--- src/rtl/rf_hazard_ctrl_pkg.sv ---
// rtl/rf_hazard_ctrl_pkg.sv - shared types and constants for the miniRV hazard/forwarding controller
package rf_hazard_ctrl_pkg;

    localparam int REG_AW = 5;

    localparam logic [1:0] FWD_RF  = 2'd0;
    localparam logic [1:0] FWD_EX  = 2'd1;
    localparam logic [1:0] FWD_MEM = 2'd2;
    localparam logic [1:0] FWD_WB  = 2'd3;

    typedef struct packed {
        logic              valid;
        logic [REG_AW-1:0] rd;
        logic              we;
        logic              is_load;
    } slot_t;

    // x0 is hard-wired zero, so a slot targeting it never produces a usable value
    function automatic logic slot_writes(input slot_t s);
        return s.valid && s.we && (s.rd != '0);
    endfunction

endpackage

--- src/rtl/rf_fwd_mux_sel.sv ---
// rtl/rf_fwd_mux_sel.sv - per-operand forwarding source select and load-use detection
module rf_fwd_mux_sel
    import rf_hazard_ctrl_pkg::*;
(
    input  logic [REG_AW-1:0] i_rs,
    input  logic              i_used,
    input  slot_t             i_ex,
    input  slot_t             i_mem,
    input  slot_t             i_wb,
    output logic [1:0]        o_sel,
    output logic              o_load_hit
);

    logic w_rs_live;
    logic w_ex_hit;
    logic w_mem_hit;
    logic w_wb_hit;

    assign w_rs_live = i_used && (i_rs != '0);
    assign w_ex_hit  = w_rs_live && slot_writes(i_ex)  && (i_ex.rd  == i_rs);
    assign w_mem_hit = w_rs_live && slot_writes(i_mem) && (i_mem.rd == i_rs);
    assign w_wb_hit  = w_rs_live && slot_writes(i_wb)  && (i_wb.rd  == i_rs);

    assign o_load_hit = w_ex_hit && i_ex.is_load;

    // A load in EX has no data yet; the stall covers it, so fall through to older slots
    always_comb begin
        o_sel = FWD_RF;
        if (w_ex_hit && !i_ex.is_load) begin
            o_sel = FWD_EX;
        end else if (w_mem_hit) begin
            o_sel = FWD_MEM;
        end else if (w_wb_hit) begin
            o_sel = FWD_WB;
        end
    end

endmodule

--- src/rtl/rf_hazard_ctrl.sv ---
// rtl/rf_hazard_ctrl.sv - shadow pipeline of destinations, forwarding selects, load-use stall and flush/freeze
module rf_hazard_ctrl
    import rf_hazard_ctrl_pkg::*;
#(
    parameter int AW    = REG_AW,
    parameter int CNT_W = 32
) (
    input  logic             clk,
    input  logic             rst_n,
    input  logic             id_valid,
    input  logic [AW-1:0]    id_rs1,
    input  logic [AW-1:0]    id_rs2,
    input  logic             id_rs1_used,
    input  logic             id_rs2_used,
    input  logic [AW-1:0]    id_rd,
    input  logic             id_we,
    input  logic             id_is_load,
    input  logic             flush,
    input  logic             freeze,
    output logic [1:0]       fwd1_sel,
    output logic [1:0]       fwd2_sel,
    output logic             stall,
    output logic             wb_we,
    output logic [AW-1:0]    wb_rd,
    output logic [CNT_W-1:0] stall_cnt
);

    slot_t            r_ex;
    slot_t            r_mem;
    slot_t            r_wb;
    logic [CNT_W-1:0] r_stall_cnt;

    slot_t w_id_slot;
    logic  w_load_hit1;
    logic  w_load_hit2;
    logic  w_stall;
    logic  w_bubble;

    rf_fwd_mux_sel u_sel_rs1 (
        .i_rs       (id_rs1),
        .i_used     (id_valid && id_rs1_used),
        .i_ex       (r_ex),
        .i_mem      (r_mem),
        .i_wb       (r_wb),
        .o_sel      (fwd1_sel),
        .o_load_hit (w_load_hit1)
    );

    rf_fwd_mux_sel u_sel_rs2 (
        .i_rs       (id_rs2),
        .i_used     (id_valid && id_rs2_used),
        .i_ex       (r_ex),
        .i_mem      (r_mem),
        .i_wb       (r_wb),
        .o_sel      (fwd2_sel),
        .o_load_hit (w_load_hit2)
    );

    // Flush kills the dependent instruction, so a load-use stall would be pointless
    assign w_stall  = id_valid && !flush && (w_load_hit1 || w_load_hit2);
    assign w_bubble = flush || w_stall || !id_valid;

    always_comb begin
        w_id_slot         = '0;
        w_id_slot.valid   = 1'b1;
        w_id_slot.rd      = id_rd;
        w_id_slot.we      = id_we;
        w_id_slot.is_load = id_is_load;
    end

    always_ff @(posedge clk or negedge rst_n) begin
        if (!rst_n) begin
            r_ex        <= '0;
            r_mem       <= '0;
            r_wb        <= '0;
            r_stall_cnt <= '0;
        end else if (!freeze) begin
            r_wb  <= r_mem;
            r_mem <= r_ex;
            r_ex  <= w_bubble ? slot_t'('0) : w_id_slot;
            if (w_stall) begin
                r_stall_cnt <= r_stall_cnt + CNT_W'(1);
            end
        end
    end

    assign stall     = w_stall;
    assign wb_we     = slot_writes(r_wb);
    assign wb_rd     = r_wb.rd;
    assign stall_cnt = r_stall_cnt;

endmodule

--- config.mk ---
export PLATFORM = sky130hd
export DESIGN_NAME = rf_hazard_ctrl
export DESIGN_NICKNAME = d
export VERILOG_FILES = /design/src/rtl/rf_hazard_ctrl_pkg.sv /design/src/rtl/rf_fwd_mux_sel.sv /design/src/rtl/rf_hazard_ctrl.sv
export SDC_FILE = /design/constraint.sdc
export NUM_CORES = 1
export LEC_CHECK = 0
export BUFFER_PORTS_ARGS = -buffer_cell sky130_fd_sc_hd__buf_2
export CORE_AREA = 2 2 104 106
export DETAILED_ROUTE_END_ITERATION = 12
export DIE_AREA = 0 0 106 108
export PLACE_DENSITY = 0.61
export SLEW_MARGIN = 30
export SYNTH_ARGS = -nofsm -noshare
export SYNTH_HDL_FRONTEND = slang
export SYNTH_HIERARCHICAL = 1
export SYNTH_SLANG_ARGS = --single-unit
--- constraint.sdc ---
create_clock -name clk -period 3.83 [get_ports clk]
set_input_delay 1.149 -clock clk [delete_from_list [all_inputs] [get_ports clk]]
set_output_delay 1.149 -clock clk [all_outputs]
set_load 0.01 [all_outputs]
# After elaboration in Yosys (flattened, before gate mapping)
# Cells that the tools add are included.
word_totals:
  regBits: 54
op_classes:
  n_addsub: 1
  n_bitwise: 1
  n_mux: 7
  n_reduce_logical: 40
  eq_ne: 6
ops:
  columns: ["operator", "n"]
  rows:
  - ["32-bit by 1-bit adder with 32-bit output (second input constant)", 1]
  - ["5-bit == test", 6]
  - ["1-bit logical AND", 28]
  - ["5-bit nonzero test", 5]
  - ["2-bit two-way mux", 6]
  - ["8-bit two-way mux", 1]
  - ["1-bit logical NOT", 3]
  - ["1-bit logical OR", 3]
  - ["2-bit AND reduction", 1]
  - ["1-bit NOT", 1]

# Logic depth before layout (Yosys ltp)
depth:
  ltp_word: 10
  ltp_mapped: 9

# Modules after synthesis
# Netlist, hierarchy kept.
by_module_without_submodules:
  columns: ["mod", "seq_area_each_um2", "instances", "area_per_inst_um2", "cells_per_inst"]
  rows:
  - ["rf_hazard_ctrl", 1401.3, 1, 2517.4, 195]
  - ["rf_fwd_mux_sel", 0.0, 2, 260.2, 36]

# Worst setup path before layout
# No wires, ideal clock.
synth_timing:
  kind: "input -> output"
  start: "in id_rs2[1]"
  end: "out stall"
  stages: 6
  required_time_ps: 2681
  arrival_time_ps: 2503
  setup_slack_ps: 178
  cell_sequence: "or4_1 o21ai_2 a2111o_1 nor2_1 or2_2 nor2b_1"
synth_via:
  elab_chain_len: 7
  word_cells_on_any_way: 8
synth_lines:
  columns: ["element", "line_no", "rtl"]
  rows:
  - ["start, declared", "rf_hazard_ctrl.sv:12", "input logic [AW-1:0] id_rs2,"]
  - ["5-bit nonzero test", "rf_fwd_mux_sel.sv:19", "assign w_rs_live = i_used && (i_rs != '0);"]
  - ["1-bit logical AND", "rf_fwd_mux_sel.sv:19", null]
  - ["1-bit logical AND", "rf_fwd_mux_sel.sv:20", "assign w_ex_hit = w_rs_live && slot_writes(i_ex) && (i_ex.rd == i_rs);"]
  - ["1-bit logical AND *", "rf_fwd_mux_sel.sv:20", null]
  - ["1-bit logical AND *", "rf_fwd_mux_sel.sv:24", "assign o_load_hit = w_ex_hit && i_ex.is_load;"]
  - ["named net w_load_hit2", "rf_hazard_ctrl.sv:35", "logic w_load_hit2;"]
  - ["1-bit logical OR *", "rf_hazard_ctrl.sv:60", "assign w_stall = id_valid && !flush && (w_load_hit1 || w_load_hit2);"]
  - ["1-bit logical AND *", "rf_hazard_ctrl.sv:60", null]
  - ["end, declared", "rf_hazard_ctrl.sv:22", "output logic stall,"]
# The timed path passes the listed nets; every way through them passes the cells marked *.

# Worst setup path in the final report
layout_timing:
  start: "in id_rs2[4]"
  end: "out stall"
# Same word-level chain as after synthesis.

==> summary.md <==
| Metric | Value |
|---|---|
| Slowest library cell on the worst path | sky130_fd_sc_hd__or4_4 |
| R2r setup slk | around 1200 ps |
| Ports | between 60 and 70 |
| Final core utilization | 0.363 |
| Reg-to-reg critical path startpoint | r_ex[6] |
| Commonest cells after routing, fill and taps aside | 64 x sky130_fd_sc_hd__buf_2, 54 x sky130_fd_sc_hd__dfrtp_1, 40 x sky130_fd_sc_hd__xnor2_1 |
| Mean Syn Cell Area | between 10 and 15 um^2 |
| Number of max-slew violations in the final report | 0 |
| CP Depth | 8 |
| Post-route cell area | about 3700 um^2 |
| Slew HR | 0.546 |
| Worst ir drop on vdd | approximately 0.16 mV |
| Final hold violations | 0 |
| Maximum fanout encountered on the critical timing path | 2 |
| Internal power summed over all cells | just over 800 uW |
| Worst clock skew | 7.22 ps |
| Horiz. Die Dim | about 110 um |
| Placed inst area | between 3000 and 4000 um^2 |
| Number of clock sinks | 54 |
| CTS tree | yes |
| Type of element capturing the critical path | output pin |
| Most common cell after layout, fill and taps aside | sky130_fd_sc_hd__buf_2 |
| Worst Hold Launch | stall_cnt[31] |
| Warnings from Yosys | 6 |
| Post-synthesis net count | ~290 |
| Cell at the root of the clock tree | sky130_fd_sc_hd__clkbuf_8 |
| Max Cap Violations | 0 |
| Share of layout cells above drive strength 1 | 0.388 |
| Classification of the worst-slack hold path | register to register |
| Area growth from synthesis to final layout | 25.1% |
| Antenna-violating nets left | 0 |
| Final critical delay including setup and external delays | 3780 ps |
| Final nets | approximately 370 |
| Instance count after placement with tap cells included | ~480 |
| Total chip power | between 1 and 1.5 mW |
| Run status | finished, final reports clean |
| Number of H-tree levels | 2 |
| Number of instances on the worst hold path | 1 |
| Vias per Instance | around 4.9 |
| Post-route clock period utilization | 0.987 |
| Std-Cell Core Area | between 10000 and 15000 um^2 |
| Combinational share of power | 0.124 |
| Final global-route overflow total | 0 |
| Pin count of the biggest net entering global routing | 30 |
| Total vias in the final route | 2392 |
| Worst Setup Path Type | input pin to output pin |
| Number of buffers created by CTS | 5 |
| Clock transition at the registers of the reported paths | ~100 ps |
| Number of input and output port buffers inserted | 66 |
| Maximum clock frequency | between 200 and 300 MHz |
| Hold_buf cts | 0 |
| Die Outline Area | approximately 11000 um^2 |
| Cell Pwr Density | 296 nW/um^2 |
| Ordered cell list for the critical path | buf_2, or4_4, o21ai_4, a2111o_1, nor2_2, or2_4, nor2b_4, buf_6 |
| Post-synthesis instance total | between 200 and 300 |
| Part of the total power dissipated in sequential elements | 0.568 |
| Overall fraction of global-route tracks in use | 0.133 |
| Setup crit start kind | input pin |
| Routability-driven placement congestion ratio | approximately 0.9 |
| Clock Power Share | 0.308 |
| Worst skew pair latency | around 300 ps |
| Standby leakage power | around 1.7 nW |
| Clk buf depth | 2 |
| Worst setup path start | id_rs2[4] |
| Number of buffer and inverter stages on the critical path | 2 |
| Arrival time worst endpoint | around 2600 ps |
| Finish-stage setup viols | 0 |
| Total detailed-routing wirelength | 7420 um |
| Required time reported for the critical path endpoint | 2680 ps |
| Final cell count without fillers | 484 |
| DR iter-0 viols | roughly 110 |
| Routed wire length per instance | 15.3 um |
| Wire length of the first global-routing pass | 12100 um |
| Standard-cell rows | 37 |
| Half-perimeter wire length after detailed placement | around 5700 um |
| Number of global-route vias before repair | 2360 |
| Measured slew at the worst slew-check pin | around 680 ps |
| DRC violations left | 0 |
| Number of cell instances on the worst register-to-register path | 9 |
| Family with the most delay on the worst path | simple AND/OR/NAND/NOR gates |
| DR pass1 iterations | 4 |
| Initial standard-cell utilization of the core | 0.290 |
| Die Y | approximately 110 um |
| Antenna violations before repair | 0 |
| Delay of the slowest cell on the worst path | approximately 530 ps |
| Final TNS setup | 0 ps |
| Switching power summed over all nets | between 200 and 300 uW |
| Antenna Cells | 0 |
| Switching Fraction | 0.262 |
| Cell Area, Synth | about 3000 um^2 |
==> worst reg2reg max path, stage by stage (launching register included) <==
cell and delay, ps:
sky130_fd_sc_hd__dfrtp_1 500, sky130_fd_sc_hd__xnor2_2 200, sky130_fd_sc_hd__nand3_1 90, sky130_fd_sc_hd__a2111o_1 430, sky130_fd_sc_hd__nor2_2 110, sky130_fd_sc_hd__buf_4 120
sky130_fd_sc_hd__o21bai_4 110, sky130_fd_sc_hd__or3_4 490, sky130_fd_sc_hd__nor4_2 350, sky130_fd_sc_hd__xor2_1 180
==> timing repair <==
action                     in CTS  in global routing
setup endpoints to repair       1                  3
resized for setup               7                  6
pin swaps                       3                  5
buffers inserted                1                  0
==> layer usage <==
| metal | up-vias | global-route usage | share of wire |
|---|---|---|---|
| met5 | - | 0 | 0 |
| met4 | 0 | 0.0357 | 0.012 |
| met3 | 10 | 0.0205 | 0.044 |
| met2 | 77 | 0.222 | 0.49 |
| met1 | 1168 | 0.181 | 0.46 |
| li1 | 1137 | - | - |
==> power groups by stage <==
stage / Clock (mW) / Sequential, mW / Combinational, mW
final: 0.338 / 0.624 / 0.136
after global routing: 0.380 / 0.628 / 0.151
after CTS: 0.350 / 0.623 / 0.134
after detailed placement: 0 / 0.635 / 0.132
after global placement: 0 / 0.634 / 0.129
after floorplan: 0 / 0.622 / 0.0847
==> registers in the layout (all words and copies together), names as in the netlist <==
signal and flops:
r_ex 8, r_mem 7, stall_cnt 32, wb_rd 5, r_wb 2
==> metrics by stage <==
step / hold slack (ps) / worst slack [ps]
5_1_grt: 495 / -9.62
6_report: 479 / 49.7
3_5_place_dp: 470 / -61.7
4_1_cts: 486 / 9.97
2_1_floorplan: 495 / 178
3_3_place_gp: 457 / -18.2
==> layout make-up <==
cell class | instances | area, um^2
Tap cell | 136 | 170
Multi-Input combinational cell | 195 | 1580
Fill cell | 1026 | 6520
Clock inverter | 2 | 16.3
Inverter | 5 | 18.8
Timing Repair Buffer | 86 | 493
Clock buffer | 6 | 82.6
Sequential cell | 54 | 1350
==> path summary, 6_finish.rpt <==
path                                 end
hold / removal             stall_cnt[31]
hold reg to reg            stall_cnt[31]
setup / recovery                   stall
min in group asynchronous        r_ex[5]
setup reg to reg           stall_cnt[26]
max in group asynchronous       r_mem[4]
No activity file was read; power rests on OpenSTA's default activity.
